File: config.mk
export PLATFORM = sky130hd
export DESIGN_NAME = sensor_serial_capture
export DESIGN_NICKNAME = d
export VERILOG_FILES = /design/src/rtl/sensor_serial_capture.sv
export SDC_FILE = /design/constraint.sdc
export NUM_CORES = 1
export LEC_CHECK = 0
export BUFFER_PORTS_ARGS = -buffer_cell sky130_fd_sc_hd__buf_2
export CAP_MARGIN = 15
export CORE_UTILIZATION = 53
export DETAILED_ROUTE_END_ITERATION = 12
export HOLD_SLACK_MARGIN = 0.03
export PLACE_DENSITY_LB_ADDON = 0.15
export SYNTH_ARGS = -nofsm -noshare
export SYNTH_HDL_FRONTEND = slang
export SYNTH_SLANG_ARGS = --single-unit
File: constraint.sdc
create_clock -name clk -period 2.4 [get_ports clk]
set_input_delay 0.48 -clock clk [delete_from_list [all_inputs] [get_ports clk]]
set_output_delay 0.48 -clock clk [all_outputs]
set_load 0.02 [all_outputs]
File: src/rtl/sensor_serial_capture.sv
// rtl/sensor_serial_capture.sv - MSB-first serial capture of 4-bit sensor words with serial mod-5 remainder
// and a small output FIFO.
module sensor_serial_capture #(
  parameter int FIFO_DEPTH = 4
) (
  input  logic                               clk,
  input  logic                               rst,
  input  logic                               start,
  input  logic                               bit_en,
  input  logic                               sdata,
  input  logic                               out_ready,
  output logic [3:0]                         sensor,
  output logic [2:0]                         rem_serial,
  output logic                               sensor_valid,
  output logic                               frame_err,
  output logic                               overflow,
  output logic [$clog2(FIFO_DEPTH+1)-1:0]    level
);

  localparam int AW = (FIFO_DEPTH > 1) ? $clog2(FIFO_DEPTH) : 1;
  localparam int LW = $clog2(FIFO_DEPTH + 1);

  typedef enum logic {
    IDLE  = 1'b0,
    SHIFT = 1'b1
  } state_t;

  state_t      state_q, state_d;
  logic [1:0]  cnt_q, cnt_d;
  logic [2:0]  shift_q, shift_d;
  logic [2:0]  r_q, r_d;
  logic        err_q, err_d;

  logic        push;
  logic [3:0]  push_word;
  logic [2:0]  r_step;

  logic [3:0]    mem_word_q [FIFO_DEPTH];
  logic [2:0]    mem_rem_q  [FIFO_DEPTH];
  logic [AW-1:0] wr_ptr_q, rd_ptr_q;
  logic [LW-1:0] count_q;
  logic          overflow_q;
  logic          full;
  logic          pop;
  logic          wr_en;

  // Remainder DFA: each incoming bit maps r to (2r + b) mod 5.
  always_comb begin
    r_step = 3'd0;
    case (r_q)
      3'd0:    r_step = sdata ? 3'd1 : 3'd0;
      3'd1:    r_step = sdata ? 3'd3 : 3'd2;
      3'd2:    r_step = sdata ? 3'd0 : 3'd4;
      3'd3:    r_step = sdata ? 3'd2 : 3'd1;
      3'd4:    r_step = sdata ? 3'd4 : 3'd3;
      default: r_step = 3'd0;
    endcase
  end

  always_ff @(posedge clk or posedge rst) begin
    if (rst) begin
      state_q <= IDLE;
    end else begin
      state_q <= state_d;
    end
  end

  always_comb begin
    state_d = state_q;
    case (state_q)
      IDLE: begin
        if (start) begin
          state_d = SHIFT;
        end
      end
      SHIFT: begin
        if (!start && bit_en && (cnt_q == 2'd3)) begin
          state_d = IDLE;
        end
      end
      default: state_d = IDLE;
    endcase
  end

  // A start inside a frame restarts it and flags the abort; it also beats a completing 4th bit.
  always_comb begin
    cnt_d     = cnt_q;
    shift_d   = shift_q;
    r_d       = r_q;
    err_d     = 1'b0;
    push      = 1'b0;
    push_word = {shift_q, sdata};
    case (state_q)
      IDLE: begin
        if (start) begin
          cnt_d   = 2'd0;
          shift_d = 3'd0;
          r_d     = 3'd0;
        end
      end
      SHIFT: begin
        if (start) begin
          cnt_d   = 2'd0;
          shift_d = 3'd0;
          r_d     = 3'd0;
          err_d   = 1'b1;
        end else if (bit_en) begin
          shift_d = {shift_q[1:0], sdata};
          r_d     = r_step;
          cnt_d   = cnt_q + 2'd1;
          if (cnt_q == 2'd3) begin
            push = 1'b1;
          end
        end
      end
      default: begin
        cnt_d = 2'd0;
      end
    endcase
  end

  always_ff @(posedge clk or posedge rst) begin
    if (rst) begin
      cnt_q   <= 2'd0;
      shift_q <= 3'd0;
      r_q     <= 3'd0;
      err_q   <= 1'b0;
    end else begin
      cnt_q   <= cnt_d;
      shift_q <= shift_d;
      r_q     <= r_d;
      err_q   <= err_d;
    end
  end

  assign full  = (count_q == LW'(FIFO_DEPTH));
  assign pop   = sensor_valid & out_ready;
  assign wr_en = push & (~full | pop);

  // Storage is cleared on reset so the head reads zero straight out of reset.
  always_ff @(posedge clk or posedge rst) begin
    if (rst) begin
      for (int i = 0; i < FIFO_DEPTH; i++) begin
        mem_word_q[i] <= 4'd0;
        mem_rem_q[i]  <= 3'd0;
      end
      wr_ptr_q   <= '0;
      rd_ptr_q   <= '0;
      count_q    <= '0;
      overflow_q <= 1'b0;
    end else begin
      if (wr_en) begin
        mem_word_q[wr_ptr_q] <= push_word;
        mem_rem_q[wr_ptr_q]  <= r_step;
        wr_ptr_q             <= wr_ptr_q + AW'(1);
      end
      if (pop) begin
        rd_ptr_q <= rd_ptr_q + AW'(1);
      end
      if (wr_en && !pop) begin
        count_q <= count_q + LW'(1);
      end else if (!wr_en && pop) begin
        count_q <= count_q - LW'(1);
      end
      if (push && full && !pop) begin
        overflow_q <= 1'b1;
      end
    end
  end

  assign sensor       = mem_word_q[rd_ptr_q];
  assign rem_serial   = mem_rem_q[rd_ptr_q];
  assign sensor_valid = (count_q != '0);
  assign level        = count_q;
  assign frame_err    = err_q;
  assign overflow     = overflow_q;

endmodule

==> out/results.txt, run 1 <==
Setup total negative slack on the finished layout was measured at 0 ns. STA puts the critical path data arrival time at 2.41 ns. The number of placed cells counting well taps is 226, and the H-tree depth reported by CTS is 2. The die is 66.3 um tall. Global routing finished with a remaining overflow of 0. At the end of routability-driven placement, the weighted congestion stood at 0.722. Counting every instance in the synthesized netlist gives 160.

The library cell with the largest summed area after synthesis is dfrtp_1. The synthesized netlist devotes 2.80% of its cell area to XOR and XNOR gates. The area inside the core boundary is 4000 sq um. The startpoint type of the worst setup path was a flop.

The run gives 4400 sq um as the area of the die. Across the routed clock network, the largest skew measured is 0.00424 ns. DRC violation total after the first TritonRoute iteration: 23.

Traced cell by cell, the critical path runs through or4b_1, and2_4, ha_1, inv_1, fa_1, mux2_2. Once placement finished, the instance area stood at 2340 sq um. Counting I/O delays and the setup requirement, the final critical path takes 2.23 ns.

For the clock insertion delay at the later pin of the skew report, the log shows 0.29 ns. In this run, synthesis inferred 0 flip-flops with an integrated enable. The largest single stage delay on the critical path is 0.55 ns. Yosys printed 0 warnings. For the total vias in the final route, the log shows 1,260. The first-pass GRT wire length is 6650 um, and the filler-free cell count of the finished design is 233.

The repair_antennas step left the layout with diodes totalling 0. Dividing total power by cell area gives a power density of 814 nW/um^2. The adder and majority cell fraction of the synthesized area came out at 4.34%.

The sort of element at the end of the critical path is a flop. For the reported leakage power, the log shows 1.17 nW. The run gives 0 as the hold buffer count at cts. The number of endpoints with negative hold slack in the final report was 0. TritonCTS built the clock tree. Tracing the worst setup path back leads to its startpoint at level[1].

Post-CTS timing repair inserted 0 buffers for setup. Wires add up to 3780 um. After filler insertion, the fill cell instance count of the layout stands at 317. The critical path in this run is classified as flop to flop.

Setup violations remaining at the end of the flow were counted as 0. Global routing used 32.9% of the available met2 tracks. Headroom to the max-slew limit came out at 66.8%. In the final routed layout, each cell accounts on average for 16.2 um.

Effective utilization at floorplan: 54.8%. The netlist area before placement was 2190 sq um. For the met3 capacity usage during global routing, the log shows 6.03%. The worst path uses 93.0% of the clock period. The simple-gate area share of the yosys netlist came out at 11.9%.

The number of top-level pins is 19, and the number of I/O port buffers is 18. The clock passes through at most 2 buffers. The kind of cell adding the most delay to the critical path was simple AND/OR/NAND/NOR gates. Global-route total usage across every layer: 21.2%. The tools report the clock tree root driver cell as clkbuf_8. Of all nets on the critical path, the largest fanout is 5. The logs give 0 for the number of antenna-violating nets in the routed design and 0 for the final routed DRC violation total.

The largest individual stage delay along the critical path comes from the cell or4b_1. The register bit count reported by yosys is 46, and the post-route cell area is 2460 sq um. The buffer and inverter count on the worst path was 1; the final core utilization was 61.4%. The synthesized area per cell works out to 13.7 sq um. Among all flip-flop cells after synthesis, the most frequent one is dfrtp_1. Max-cap violations in this run came to 0. The share of the synthesized area in the top cell type was 52.5%. The met1 layer usage reported by global route was 28.4%; the per-cell via count in the routed design was 5.41. By area, the combinational part of the netlist is dominated by multiplexers. The tools report the source of the worst register-to-register timing path as level[1].

The first detailed-routing pass took 4 iterations. Entering global routing, the biggest net connects 27 pins. The flow ran to the end, and the final reports show no timing, DRC or antenna violations. The clock-pin slew on the worst setup and hold paths works out to 0.08 ns. Across the VDD grid, the largest voltage drop is 0.000583 V.

The initial antenna violation count was 0. Counting flops with an async set or reset pin after synthesis yields a share of 100%. TritonCTS created 5 clock buffers. The share of the yosys chip area belonging to registers is 52.5%.

The share of post-route cells with drive strength above 1 is 37.2%. The total number of placement rows is 23. For this run, the post-layout net count is 196. Setup repair after global routing left no endpoint under its margin. Count of clock tree sinks: 46. Summing the areas of all compound-gate instances in the mapped netlist gives 3.71% of the synthesized area.

In the post-synthesis netlist, the biggest area contributors are dfrtp_1 52%, mux2_2 13%, mux4_2 7.2%. In this run the horizontal extent of the chip is 66.3 um. Timing would allow up to 448 MHz. Placed wire-length estimate: 2740 um. The worst hold path belongs to the class primary input to async pin. When the netlist entered floorplanning its net count stood at 173. The final count of pins violating max slew was 0; the transition time of the tightest slew-check pin was 0.493 ns. For the worst setup path, the data required time is 2.58 ns.

In this run, distinct cell masters in the synthesized netlist total 36. The layout overhead on the synthesized area works out to 12.0%. Number of global-route vias before repair: 1,354. The layer flagged by global routing as most heavily used is met2.

The share of cell area taken by muxes after synthesis was 22.1%. The count of instances resized after the clock tree is built was 0.
[worst paths after layout]
path	to	slack (ns)	depth (start not counted)
hold / removal	cnt_q[0]	0.20	3
max in group asynchronous	mem_word_q[1]	1.90	3
hold reg to reg	overflow	0.48	1
setup reg to reg	level[1]	0.17	6
min in group clk	overflow	0.48	1
setup / recovery	level[1]	0.17	6
[stage by stage]
stage / total power [mW] / setup slack [ns] / hold slack, ns
floorplan: 1.32 / 0.0468 / 0.459
global placement: 1.43 / 0.109 / 0.458
detailed placement: 1.45 / 0.0575 / 0.460
CTS: 2.03 / 0.150 / 0.202
global route: 2.12 / 0.0860 / 0.225
finish: 2.00 / 0.168 / 0.205
[metal layers]
metal / vias up / wire (um)
li1: 614 / -
met1: 627 / 1800
met2: 14 / 1830
met3: 5 / 106
met4: 0 / 47
met5: - / 0
[flip-flops by register name, indices dropped and copies added (netlist names), 2 cells and up]
register    flops
rd_ptr_q        2
r_q             3
mem_word_q     16
cnt_q           2
wr_ptr_q        2
shift_q         3
level           3
mem_rem_q      12
[synthesized netlist by cell type (all sizes together), types with 2 or more instances]
library cell  number
clkbuf             2
a21oi              7
mux2              29
nand2b             3
nor3b              2
or4b               2
mux4               7
o21ai              3
nand2             10
and2               3
ha                 6
buf                5
inv                5
nand3              6
xor2               2
dfrtp             46
nor2               6
xnor2              5
[area by class of cell]
cell class | count | area (sq um) | area share, %
Sequential cell | 46 | 1150 | 46.9
Clock inverter | 1 | 30.0 | 1.22
Tap cell | 50 | 62.6 | 2.55
Clock buffer | 6 | 82.6 | 3.36
Multi-Input combinational cell | 102 | 983 | 40.0
Inverter | 5 | 18.8 | 0.764
Timing Repair Buffer | 23 | 128 | 5.20
[tightest hold or removal path: stages]
cell and delay, ns:
buf_2 0.10, clkinv_1 0.04, buf_4 0.26
[layout by cell type, fill, tap and decap left out, types with 2 or more instances in the layout]
master / count
buf_4: 5
mux2_2: 25
a21oi_1: 7
nand2_1: 10
buf_2: 18
or4b_1: 2
xnor2_1: 5
nand3_4: 4
mux4_2: 7
o21ai_0: 2
dfrtp_1: 46
ha_1: 6
clkbuf_8: 6
inv_1: 4
mux2_1: 4
and2_1: 2
nor3b_1: 2
nand2b_1: 3
nand3_1: 2
nor2_1: 6
xor2_1: 2
[where the power goes]
part | internal (mW) | total [mW] | switching (mW)
registers | 0.857 | 0.990 | 0.134
clock network | 0.333 | 0.575 | 0.242
logic | 0.219 | 0.435 | 0.215
[cell families after synthesis]
family,count (synthesis)
XOR/XNOR,7
multiplexers,36
flip-flops,46
AND/OR/NAND/NOR,38
adder cells (fa/ha/maj),7
AO/OA/AOI/OAI,14
buffers and inverters,12
Power figures use the tool's default switching activity.
==> run 2, diff against run 1 <==
Settings changed: CTS_CLUSTER_DIAMETER set to 80, PLACE_DENSITY set to 0.78, PLACE_DENSITY_LB_ADDON 0.15 to not set, SETUP_SLACK_MARGIN set to 0.02.
==> out/results.txt, run 2 (synthesis gave the netlist of run 1 again) <==
In this run the power density over the cells is 785 nW/um^2. The share of total power dissipated in sequential elements is 50.3%. After clock tree synthesis, the setup repair step added 0 buffers.

The floorplan step defined a core boundary enclosing 4000 sq um. Walking the worst path, the cells encountered are or4b_1, and2_4, ha_1, inv_1, fa_1, mux2_2. The clock tree root driver cell is clkbuf_8.

The switching share of power came out at 31.7%. The count of nets left with antenna violations once routing finished came out at 0. The logs give 0.613 mW for the power spent charging and discharging nets and 19 for the number of top-level pins. The logs give 0.30 ns for the clock insertion delay at the later pin of the skew report and 1,389 for the number of global-route vias before repair. For the number of fill cells in the layout, the log shows 302.

The critical-path cell with the highest stage delay is or4b_1. Based on the critical path, the design can be clocked at up to 445 MHz. The reported leakage power came out at 1.18 nW. Counting cells, the worst reg-to-reg path comes to 6. The effective utilization at floorplan is 54.8%, and the ratio of final minimum period to clock period is 93.6%. Entering global routing, the biggest net connects 35 pins. After detailed routing, the number of remaining DRC violations is 0. The total number of placement rows was 23; the first-pass iteration count of the detailed router was 4. The worst setup path is launched from a flop. Relative to the synthesized area, the layout overhead comes to 12.4%. The first-pass GRT wire length is 6600 um.

The tools report the sort of element at the end of the critical path as a flop. At the end of routability-driven placement, the weighted congestion stood at 0.719. Most flop-heavy register: mem_word_q. The run gives 24.8% as the clock network power share. Share of post-route cells with drive strength above 1: 38.2%. On the final layout, the worst clock skew is 0.00498 ns. The logs give 0 for the final count of pins violating max slew and 36.6% for the met2 demand-to-capacity share in global routing. The largest single stage delay on the critical path is 0.56 ns. The initial antenna violation count is 0. The number of endpoints with negative hold slack in the final report is 0, and the clock-pin slew on the worst setup and hold paths is 0.08 ns.

Measured along the y axis, the die boundary spans 66.3 um. Port buffering added 18 buffers. In this run the tightest slew margin relative to its limit is 61.7%. The number of antenna diodes in the final layout is 0. For the proportion of power drawn by combinational gates, the log shows 24.9%. The routed layout has 1,314 vias. The net count of the finished layout is 198.

The most common cell after layout, fill and taps aside was dfrtp_1. The run gives 0 ns as the summed negative setup slack over all endpoints. Dividing the detail-routed via count by the number of cells gives 5.57. Measured along the x axis, the die boundary spans 66.3 um. The H-tree depth reported by CTS came out at 2. The worst setup path category was flop to flop.

For this block, the routed nets add up to 3900 um of wire. IR analysis of the VDD net gives a maximum drop of 0.000366 V. The hold buffer count at cts is 0. The run finished with clean final reports. The endpoint required time on the critical path was 2.59 ns; the internal power contribution was 1.32 mW. In this run, the number of DRC markers left after iteration 0 of detailed routing was 61. The type of the worst min-delay path is primary input to async pin. At the pin with the least slew margin, the transition time is 0.569 ns.

The placed wire-length estimate was 2930 um; the routed length per placed instance was 16.5 um. The worst hold slack came out at 0.0751 ns. The setup check on the worst reg-to-reg path leaves a slack of 0.15 ns. Global routing used 5.34% of the available met3 tracks. Along the worst path, the maximum fanout reaches 5.

The die covers 4400 sq um. Setup repair after global routing left no endpoint under its margin. Global routing used 25.4% of the available met1 tracks. The top cell types in the final layout, fill and taps aside, are 46 x dfrtp_1, 25 x mux2_2, 18 x buf_2, 10 x nand2_1. The largest registers in the layout are mem_word_q (16), mem_rem_q (12). For the global-route total usage across every layer, the log shows 21.0%. The total overflow left after global routing is 0. TritonCTS built the clock tree. The register with the most flip-flops in the layout has 16 of them.

The smallest clock period supported by the final layout is computed as 2.25 ns. Max-cap violations in this run came to 0. The run gives 0 as the count of instances resized after the clock tree is built. The tree built by TritonCTS fans out to 46 sinks. The arrival time of data at the critical path endpoint came out at 2.43 ns. Counting along the longest clock path gives a buffer depth of 2. Setup violations remaining at the end of the flow were counted as 0. The CTS buffer count came out at 5. The busiest layer in global routing was met2.
==> run 2: changes by cell type in the layout (fill, tap and decap cells not counted) <==
cell,delta
buf_12,+1
bufinv_16,-1
clkinvlp_4,+1
clkinv_2,+1
buf_4,+1
==> run 2: power by group through the flow <==
stage               clock, mW  sequential, mW  combinational [mW]
floorplan                   0           0.961               0.360
global placement            0           0.982               0.453
detailed placement          0           0.991               0.484
CTS                     0.495           0.975               0.485
global route            0.524           0.990               0.521
finish                  0.481           0.973               0.482
==> run 2: critical path, delay by kind of cell (launching register included) <==
| kind | cells | cell delay, ns |
|---|---|---|
| adder cells (fa/ha/maj) | 2 | 0.61 |
| flip-flops | 1 | 0.44 |
| multiplexers | 1 | 0.27 |
| buffers and inverters | 1 | 0.08 |
| AND/OR/NAND/NOR | 2 | 0.73 |
==> run 2: path summary, 6_finish.rpt <==
kind,from,to
worst min-delay path,rst,cnt_q[0]
max in group asynchronous,rst,mem_word_q[7]
min in group clk,start,shift_q[0]
worst min register to register,mem_word_q[12],mem_word_q[12]
worst max-delay path,level[1],level[1]
worst max register to register,level[1],level[1]
==> run 2: cell type report <==
class / instances / area, sq um / area share (%)
multi-input cells: 102 / 983 / 39.9
clock buffers: 6 / 82.6 / 3.35
inverters: 5 / 18.8 / 0.761
flip-flops and latches: 46 / 1150 / 46.7
well taps: 50 / 62.6 / 2.54
repair buffers: 25 / 155 / 6.29
clock inverters: 2 / 12.5 / 0.507
==> run 2: routing by layer <==
layer	vias up	routed length [um]	share of wire (%)
met1	674	1610	41
met5	-	0	0
met3	5	131	3.4
met4	0	37	0.95
met2	20	2120	54
li1	615	-	-
==> run 2: metrics by stage <==
step | total power, mW | utilization, % | cells | setup slack (ns) | cell area (sq um)
finish | 1.94 | 61.7 | 236 | 0.153 | 2470
global route | 2.03 | 61.7 | 236 | 0.0826 | 2470
CTS | 1.96 | 61.2 | 235 | 0.152 | 2450
detailed placement | 1.48 | 58.8 | 227 | 0.0572 | 2350
global placement | 1.43 | 58.8 | 227 | 0.106 | 2350
floorplan | 1.32 | - | 160 | 0.0468 | 2190
